$ cat src/rtl/adc_sample_formatter.sv
// adc_sample_formatter: formats ADC samples (or a test ramp) into FIFO words, unpacked or bit-packed.
// Ports:
//   adc_clock, nReset          - clock (rising edge) and async active-low reset
//   collectData                - 1 = capture and emit, 0 = idle/flush/clear error
//   testMode, packMode         - ramp source / packed format, latched when collectData rises
//   adcData                    - offset-binary sample
//   fifoFull                   - downstream FIFO cannot take a word this cycle
//   dataOut, fifoWrite         - formatted word and its one-cycle write strobe
//   bufferError                - sticky flag, a word was dropped
module adc_sample_formatter #(
    parameter int ADC_WIDTH = 10,
    parameter int OUT_WIDTH = 16
) (
    input  logic                 adc_clock,
    input  logic                 nReset,
    input  logic                 collectData,
    input  logic                 testMode,
    input  logic                 packMode,
    input  logic [ADC_WIDTH-1:0] adcData,
    input  logic                 fifoFull,
    output logic [OUT_WIDTH-1:0] dataOut,
    output logic                 fifoWrite,
    output logic                 bufferError
);
    localparam int AW = ADC_WIDTH + OUT_WIDTH - 1;
    localparam int CW = $clog2(AW + 1);
    logic                 collect_q, test_q, pack_q, pack_d, s_vld_q, wr_q, wr_d, err_q, err_d;
    logic                 rise, test_eff, pk_emit, word_vld;
    logic [ADC_WIDTH-1:0] ramp_q, ramp_d, ramp_cur, s_q, s_d;
    logic [AW-1:0]        acc_q, acc_d, merged;
    logic [CW-1:0]        cnt_q, cnt_d, cnt_sum;
    logic [OUT_WIDTH-1:0] data_q, data_d, unp, word;

    always_comb begin
        rise     = collectData & ~collect_q;
        // the first sample of a capture already uses the newly latched modes
        test_eff = rise ? testMode : test_q;
        pack_d   = rise ? packMode : pack_q;
        ramp_cur = rise ? '0 : ramp_q;
        ramp_d   = collectData ? ramp_cur + ADC_WIDTH'(1) : ramp_q;
        s_d      = collectData ? (test_eff ? ramp_cur : adcData) : s_q;
        // offset-binary to two's complement is an MSB flip, then left-justify
        unp      = OUT_WIDTH'(s_q ^ {1'b1, {(ADC_WIDTH-1){1'b0}}}) << (OUT_WIDTH - ADC_WIDTH);
        merged   = acc_q | (AW'(s_q) << cnt_q);
        cnt_sum  = cnt_q + CW'(ADC_WIDTH);
        pk_emit  = cnt_sum >= CW'(OUT_WIDTH);
        word_vld = s_vld_q & (~pack_q | pk_emit);
        word     = pack_q ? merged[OUT_WIDTH-1:0] : unp;
        // a falling collectData still lets the in-flight word out but drops partial bits
        acc_d    = !collectData ? '0 : (s_vld_q & pack_q) ? (pk_emit ? merged >> OUT_WIDTH : merged) : acc_q;
        cnt_d    = !collectData ? '0 : (s_vld_q & pack_q) ? (pk_emit ? cnt_sum - CW'(OUT_WIDTH) : cnt_sum) : cnt_q;
        wr_d     = word_vld & ~fifoFull;
        data_d   = wr_d ? word : data_q;
        err_d    = collectData & (err_q | (word_vld & fifoFull));
    end

    always_ff @(posedge adc_clock or negedge nReset) begin
        if (!nReset) begin
            collect_q <= 1'b0;
            test_q    <= 1'b0;
            pack_q    <= 1'b0;
            ramp_q    <= '0;
            s_q       <= '0;
            s_vld_q   <= 1'b0;
            acc_q     <= '0;
            cnt_q     <= '0;
            data_q    <= '0;
            wr_q      <= 1'b0;
            err_q     <= 1'b0;
        end else begin
            collect_q <= collectData;
            test_q    <= test_eff;
            pack_q    <= pack_d;
            ramp_q    <= ramp_d;
            s_q       <= s_d;
            s_vld_q   <= collectData;
            acc_q     <= acc_d;
            cnt_q     <= cnt_d;
            data_q    <= data_d;
            wr_q      <= wr_d;
            err_q     <= err_d;
        end
    end

    assign dataOut     = data_q;
    assign fifoWrite   = wr_q;
    assign bufferError = err_q;
endmodule

$ cat config.mk
export PLATFORM = sky130hd
export DESIGN_NAME = adc_sample_formatter
export DESIGN_NICKNAME = d
export VERILOG_FILES = /design/src/rtl/adc_sample_formatter.sv
export SDC_FILE = /design/constraint.sdc
export NUM_CORES = 1
export LEC_CHECK = 0
export BUFFER_PORTS_ARGS = -buffer_cell sky130_fd_sc_hd__buf_2
export CAP_MARGIN = 20
export CORE_ASPECT_RATIO = 2
export CORE_UTILIZATION = 40
export CTS_CLUSTER_SIZE = 24
export DETAILED_ROUTE_END_ITERATION = 6
export HOLD_SLACK_MARGIN = 0.03
export PLACE_DENSITY = 0.68
export SYNTH_ARGS = -nofsm -noshare
export SYNTH_HDL_FRONTEND = slang
export SYNTH_SLANG_ARGS = --single-unit
$ cat constraint.sdc
create_clock -name adc_clock -period 2.6 [get_ports adc_clock]
set_input_delay 0.26 -clock adc_clock [delete_from_list [all_inputs] [get_ports adc_clock]]
set_output_delay 0.26 -clock adc_clock [all_outputs]
set_load 0.02 [all_outputs]
# --- After elaboration in Yosys (flattened, before gate mapping) ---
# Index checks and enable logic that the tools add are counted.
totals:
  reg_bits: 71
  latch_bits: 0
  mem_bits_rw: 0
  rom_bits: 0
  elab_cells: 39
  n_memories: 0
classes:
  addsub: 3
  mul: 0
  div_mod_pow: 0
  order_cmp: 1
  n_eq_ne: 1
  shifts: 1
  n_mux: 10
  bitwise: 13
  reduce_logical: 0
ops:
  columns: ["cell", "n"]
  rows:
  - ["25-bit 2-to-1 mux", 3]
  - ["25-bit OR", 1]
  - ["10-bit by 5-bit left shift with 25-bit output", 1]
  - ["10-bit 2-to-1 mux", 2]
  - ["16-bit 2-to-1 mux", 1]
  - ["5-bit 2-to-1 mux", 3]
  - ["10-bit by 1-bit adder with 10-bit output, second input constant", 1]
  - ["1-bit AND", 6]
  - ["5-bit by 4-bit adder with 5-bit output, second input constant", 1]
  - ["5-bit greater-or-equal comparator, second input constant", 1]
  - ["5-bit subtractor, second input constant", 1]
  - ["1-bit inverter", 4]
  - ["2-bit by 1-bit inequality test with 1-bit output, second input constant", 1]
  - ["1-bit OR", 2]
  - ["1-bit 2-to-1 mux", 1]

# --- Longest topological paths before layout ---
# Gate-level depths: netlist of the first run.
depth:
  word_depth: 7
  mapped_depth: 7
  depth_no_buf: 7

# --- Least setup slack after synthesis of the first run ---
# No wires, ideal clock.
synth_timing:
  kind: "register to register"
  from: "register cnt_q[1]"
  to: "register data_q[6], in the netlist dataOut[6]"
  setup_time_ns: 0.125
  t_arrival_ns: 1.702
  setup_slack_ns: 0.773
  stages_incl_launch_ff: 6
  path_buffers: 1
  synth_period_minus_slack_ns: 1.827
  cell_sequence: "dfrtp_1 -> buf_4 -> mux4_1 -> a21oi_1 -> a21oi_1 -> mux2_4"
synth_between:
  elab_chain_len: 5
  elab_cells_between_ends: 8
  cone_classes: "add/sub (1); order compare (1); shift (1); mux (1); bitwise (4)"
synth_lines:
  columns: ["item", "line_no", "text"]
  rows:
  - ["start: declaration", "31", "logic [CW-1:0] cnt_q, cnt_d, cnt_sum;"]
  - ["start signal: assignment", "78", "cnt_q <= cnt_d;"]
  - ["5-bit by 4-bit adder with 5-bit output", "45", "cnt_sum = cnt_q + CW'(ADC_WIDTH);"]
  - ["5-bit greater-or-equal comparator", "46", "pk_emit = cnt_sum >= CW'(OUT_WIDTH);"]
  - ["1-bit OR", "47", "word_vld = s_vld_q & (~pack_q | pk_emit);"]
  - ["1-bit AND", "47", null]
  - ["1-bit AND", "52", "wr_d = word_vld & ~fifoFull;"]
  - ["end signal: assignment", "79", "data_q <= data_d;"]
  - ["end: declaration", "32", "logic [OUT_WIDTH-1:0] data_q, data_d, unp, word;"]
# Several ways; a longest one is shown, not always the timed one.
# A chain may end at the register's enable or synchronous reset.

# --- Final worst setup path of the first run ---
layout_timing:
  from: "register cnt_q[1]"
  to: "register acc_q[3]"
layout_between:
  elab_chain_len: 5
  elab_cells_between_ends: 7
  cone_classes: "add/sub (1); order compare (1); shift (1); mux (3); bitwise (1)"
layout_lines:
  columns: ["item", "line_no", "text"]
  rows:
  - ["5-bit by 4-bit adder with 5-bit output / 10-bit by 5-bit left shift with 25-bit output (equally long branches)", "45, 44", null]
  - ["5-bit greater-or-equal comparator / 25-bit OR (equally long branches)", "46, 44", null]
  - ["25-bit 2-to-1 mux (*) (3 in a row)", "50", "acc_d = !collectData ? '0 : (s_vld_q & pack_q) ? (pk_emit ? merged >> OUT_WIDTH : merged) : acc_q;"]
  - ["end signal: assignment", "65", "acc_q <= '0;"]
  - ["end signal: assignment", "77", "acc_q <= acc_d;"]
  - ["end: declaration", "30", "logic [AW-1:0] acc_q, acc_d, merged;"]
# Every way passes the cells marked *; elsewhere a longest branch is shown, timed or not. The select of a mux whose other input is x is not followed.

==> results.sh, run 1 <==
export IMPL_gr_total_overflow=0
export IMPL_die_y_um=142
export IMPL_critPathMaxFanout=18
export IMPL_synth_cell_type_count=64
export IMPL_syn_to_final_growth_pct=15.2
export IMPL_crit_buf_inv=1
export IMPL_placed_area_mm2=0.00420
export IMPL_worst_pin_slew_ps=741
export IMPL_drc=0
export IMPL_path_clk_slew_ps=60
export IMPL_finalSetupViolations=0
export IMPL_vias=3333
export IMPL_yosysWarnings=0
export IMPL_crit_type="reg -> reg"
export IMPL_cpMaxStageDelayCell="dfrtp_1"
export IMPL_p_sw_frac=0.314
export IMPL_path_delay_family="flip-flops"
export IMPL_drtPass1Iterations=5
export IMPL_routabilityCongestion=0.992
export IMPL_grt_usage=0.243
export IMPL_seq_area_frac_synth=0.449
export IMPL_fin_util=0.479
export IMPL_min_period_ps=2260
export IMPL_grt_pass1_vias=3611
export IMPL_rows=50
export IMPL_routedWlPerCell_um=21.0
export IMPL_status="complete, no violations"
export IMPL_intPower_mw=2.31
export IMPL_power_density_mw_per_mm2=747
export IMPL_max_freq_ghz=0.443
export IMPL_post_route_period_util=0.869
export IMPL_ant_nets=0
export IMPL_ir_drop_mv=0.453
export IMPL_root_buffer="clkbuf_16"
export IMPL_drv_slew=0
export IMPL_hold_ws_ps=126
export IMPL_synth_largest_area_cell="dfrtp_1"
export IMPL_synth_seq_cells=70
export IMPL_cts_setup_buffers=0
export IMPL_holdCritPathClass="in -> reg"
export IMPL_synth_fp_nets=414
export IMPL_p_seq_frac=0.408
export IMPL_start_kind="flip-flop"
export IMPL_start_util=0.416
export IMPL_grt_max_degree=71
export IMPL_fin_skew_ps=6.73
export IMPL_pwr_share_comb=0.236
export IMPL_synth_edf_count=0
export IMPL_hold_viol=0
export IMPL_p_sw_mw=1.05
export IMPL_slew_headroom=0.492
export IMPL_p_leak_nw=1.97
export IMPL_critPathCaptureType="flip-flop"
export IMPL_htreeDepth=3
export IMPL_cts_resized=0
export IMPL_arrival_ps=2440
export IMPL_required_ps=2780
export IMPL_fin_area_mm2=0.00450
export IMPL_synth_flop_cell="dfrtp_1"
export IMPL_dieWidth_um=71.8
export IMPL_dpl_hpwl_um=8470
export IMPL_cts_max_path_buffers=2
export IMPL_cts_sinks=70
export IMPL_grt_pass1_wl_um=18400
export IMPL_core_area_mm2=0.00938
export IMPL_async_flop_share=1.00
export IMPL_worstPathCellList="buf_4 > mux2i_1 > nor2_1 > a221oi_1 > o22ai_1"
export IMPL_grt_setup_unrepaired="false"
export IMPL_drv_cap=0
export IMPL_synth_area_leaders="dfrtp_1 (45%), a21oi_1 (4.1%), nand2_1 (3.4%)"
export IMPL_max_stage_delay_ps=680
export IMPL_setup_tns_ps=0
export IMPL_synth_top_cell_area_share=0.449
export IMPL_drive_above_1_share=0.202
export IMPL_hold_buffers=1
export IMPL_nets=450
export IMPL_syn_avg_cell_area_um2=9.85
export IMPL_grt_antenna_before_repair=0
export IMPL_numCtsBuffers=9
export IMPL_cts_tree="yes"
export IMPL_vias_per_cell=6.17
export IMPL_wirelength_um=11400
export IMPL_first_iter_violations=182
export IMPL_antennaDiodeCount=0
export IMPL_netlist_instances=396
export IMPL_clkPwrFrac=0.357
export IMPL_dieArea_mm2=0.0102
export IMPL_port_buffers=33
export IMPL_synthesis_area_mm2=0.00390
export IMPL_clk_insertion_delay_late_ps=340
export IMPL_io_pins=34
cells in the final DEF (no fill, tap or decap), types with 8 or more instances in the layout:
cell type   n
mux2_2     10
nor2b_1    10
dfrtp_1    70
nand3_1     8
o21ai_0    15
inv_1       9
buf_2      33
nor2_1     31
a21oi_1    32
mux2i_1     9
clkbuf_16   9
buf_4      18
a22oi_1     8
nand2_1    35
per-layer routing:
| metal | GRT usage | up-vias | part of all wire |
|---|---|---|---|
| met1 | 0.233 | 1624 | 0.35 |
| li1 | - | 1544 | - |
| met5 | 0 | - | 0 |
| met4 | 0.183 | 0 | 0.072 |
| met2 | 0.446 | 114 | 0.55 |
| met3 | 0.0433 | 51 | 0.035 |
through the flow:
step / setup WS, ps / total power [mW] / instances
floorplan: 773 / 1.88 / 396
global placement: 438 / 2.16 / 524
detailed placement: 372 / 2.17 / 524
CTS: 354 / 3.38 / 540
global route: 237 / 3.50 / 540
finish: 341 / 3.36 / 540
cell type report:
class,count,area [µm²]
inverter,11,43.8
multi-input combinational,287,1950
clock inverter,4,47.5
clock buffer,11,243
fill,918,4890
tap,104,130
timing repair buffer,53,330
sequential,70,1750
flip-flops by register name (all words and copies together), names as in the netlist, 4 cells and up:
register and cells:
cnt_q 4, acc_q 25, dataOut 16, ramp_q 10
s_q 10
Yosys cell counts, types with 5 or more instances:
cell type,number
a211oi_1,6
a21o_1,6
a21oi_1,32
a22o_1,5
a22oi_1,8
a31oi_1,6
and3_1,6
buf_2,6
clkbuf_1,15
dfrtp_1,70
inv_1,9
mux2_2,10
mux2_4,5
mux2i_1,9
nand2_1,35
nand2b_1,5
nand3_1,8
nor2_1,31
nor2b_1,10
nor3_1,6
nor4_1,5
o21ai_0,15
o22ai_1,6
xor2_1,6
cell families after synthesis:
| family | share of synthesized area |
|---|---|
| xor+xnor | 0.0180 |
| buf+inv | 0.0513 |
| flops | 0.449 |
| fa+ha+maj | 0.00641 |
| mux | 0.0972 |
| compound gates | 0.212 |
| simple gates | 0.166 |
worst reg2reg max path: cells and delay by family (launching register included):
kind | cells | cell delay [ps]
mux | 1 | 400
simple gates | 1 | 130
buf+inv | 1 | 340
compound gates | 2 | 540
flops | 1 | 680
worst paths after layout:
path	cells after the start	slack (ps)	end	from
max	5	340	acc_q[3]	cnt_q[1]
min reg2reg	1	480	dataOut[0]	dataOut[0]
min in group asynchronous	3	470	bufferError	nReset
min	3	130	pack_q	packMode
max reg2reg	5	340	acc_q[3]	cnt_q[1]
max in group asynchronous	3	1800	dataOut[2]	nReset
power groups by stage:
| stage | clock network, mW | logic (mW) | registers, mW |
|---|---|---|---|
| floorplan | 0 | 0.460 | 1.42 |
| finish | 1.20 | 0.791 | 1.37 |
| global placement | 0 | 0.778 | 1.38 |
| global route | 1.25 | 0.857 | 1.39 |
| CTS | 1.22 | 0.792 | 1.37 |
| detailed placement | 0 | 0.787 | 1.39 |
No activity file was read; power rests on OpenSTA's default activity.
==> inputs of run 2 (changes only) <==
BUFFER_PORTS_ARGS = unset   (was -buffer_cell sky130_fd_sc_hd__buf_2)
DONT_BUFFER_PORTS = 1   (was unset)
PLACE_DENSITY = 0.65   (was 0.68)
RECOVER_POWER = 50   (was unset)
==> results.sh, run 2 (same netlist as run 1, synthesis figures left out) <==
export IMPL_failed_checks="max-capacitance violations, max-slew violations"
export IMPL_path_clk_slew_ps=60
export IMPL_arrival_ps=2320
export IMPL_critPathCaptureType="flip-flop"
export IMPL_max_freq_ghz=0.468
export IMPL_ir_drop_mv=0.474
export IMPL_routabilityCongestion=0.981
export IMPL_hold_viol=0
export IMPL_drtPass1Iterations=5
export IMPL_whs_path_depth=1
export IMPL_start_kind="flip-flop"
export IMPL_status="complete, but fails checks"
export IMPL_wirelength_um=11500
export IMPL_critPathMaxFanout=12
export IMPL_drc=0
export IMPL_dpl_hpwl_um=8320
export IMPL_finalSetupViolations=0
export IMPL_cts_sinks=70
export IMPL_routedWlPerCell_um=22.5
export IMPL_start_util=0.416
export IMPL_fin_skew_ps=6.72
export IMPL_final_common_cell="dfrtp_1"
export IMPL_cts_max_path_buffers=2
export IMPL_routed_wl_met3_um=491
export IMPL_grt_setup_unrepaired="false"
export IMPL_wl_met1_um=4040
export IMPL_first_iter_violations=224
export IMPL_wl_met2_um=6120
export IMPL_grt_pass1_vias=3336
export IMPL_slew_headroom=-0.166
export IMPL_syn_to_final_growth_pct=10.8
export IMPL_cts_setup_buffers=0
export IMPL_power_density_mw_per_mm2=755
export IMPL_die_y_um=142
export IMPL_largest_register="acc_q"
export IMPL_worst_pin_slew_ps=1750
export IMPL_htreeDepth=3
export IMPL_numCtsBuffers=9
export IMPL_grt_pass1_wl_um=18100
export IMPL_grt_antenna_before_repair=0
export IMPL_drive_above_1_share=0.136
export IMPL_rows=50
export IMPL_root_buffer="clkbuf_16"
export IMPL_final_cell_mix="dfrtp_1 (70), nand2_1 (35), a21oi_1 (32)"
export IMPL_clk_insertion_delay_late_ps=340
export IMPL_largest_reg_flops=25
export IMPL_grt_usage=0.242
export IMPL_vias=3242
export IMPL_setup_tns_ps=0
export IMPL_io_pins=34
export IMPL_required_ps=2780
export IMPL_antennaDiodeCount=0
export IMPL_port_buffers=0
export IMPL_dieWidth_um=71.8
export IMPL_drv_cap=1
export IMPL_crit_type="reg -> reg"
export IMPL_reg2reg_depth=6
export IMPL_dieArea_mm2=0.0102
export IMPL_p_leak_nw=1.83
export IMPL_cts_resized=0
export IMPL_hold_ws_ps=43.7
export IMPL_holdCritPathClass="in -> reg"
export IMPL_ant_nets=0
export IMPL_drv_slew=71
export IMPL_nets=418
export IMPL_cts_tree="yes"
export IMPL_top_layer="met4"
export IMPL_gr_total_overflow=0
export IMPL_min_period_ps=2140
export IMPL_vias_per_cell=6.37
export IMPL_core_area_mm2=0.00938
export IMPL_grt_max_degree=71
export IMPL_post_route_period_util=0.822
==> run 2: cell count changes in the layout (fill, tap and decap cells not counted) <==
cell           delta
buf_12            -1
buf_2            -33
bufinv_16         -1
clkbuf_1          +1
clkbuf_2          +1
clkbuf_8          +2
clkinv_2          -2
clkinvlp_4        +1
dlygate4sd3_1     +1
==> run 2: layout make-up <==
type | instances | area, µm²
well taps | 104 | 130
clock inverters | 2 | 15.0
clock buffers | 14 | 274
inverters | 11 | 43.8
repair buffers | 21 | 160
multi-input cells | 287 | 1950
flip-flops and latches | 70 | 1750
fillers | 888 | 5060
==> run 2: timing repair <==
| item | in CTS | in global routing |
|---|---|---|
| hold buffers | 3 | 0 |
| endpoints found under the setup margin | 0 | 0 |
| hold endpoints to repair | 81 | 0 |
==> run 2: critical path, cell delays in order (launching register included) <==
cell and delay, ps:
dfrtp_1 570, buf_4 270, mux2i_1 200, buf_4 160
nor2_1 50, nor4_1 490, o221ai_1 230
==> run 2: path summary, 6_finish.rpt <==
check / start / endpoint / slack [ps]
worst max-delay path: cnt_q[2] / acc_q[6] / 460
worst min-delay path: collectData / bufferError / 40
worst max register to register: cnt_q[2] / acc_q[6] / 460
worst min register to register: acc_q[7] / acc_q[7] / 500
max in group asynchronous: nReset / s_vld_q / 610
min in group asynchronous: nReset / dataOut[11] / 910
==> run 2: through the flow <==
step	total power, mW	util	cell area, µm²	setup slack, ps	std cells
2_1_floorplan	1.88	-	3900	773	396
3_3_place_gp	2.06	0.427	4010	533	490
3_5_place_dp	2.07	0.427	4010	503	490
4_1_cts	3.28	0.463	4350	498	509
5_1_grt	3.42	0.461	4320	224	509
6_report	3.27	0.461	4320	462	509
==> run 2: power by group <==
group	internal (mW)	switching (mW)	total [mW]
Sequential	1.22	0.258	1.48
Clock	0.724	0.454	1.18
Combinational	0.269	0.340	0.610
Total	2.22	1.05	3.27
==> run 2: metal layers <==
layer  vias to the layer above  GRT usage
met4                         0      0.181
met5                         -          0
met2                       141      0.420
li1                       1480          -
met3                        59     0.0412
met1                      1562      0.257
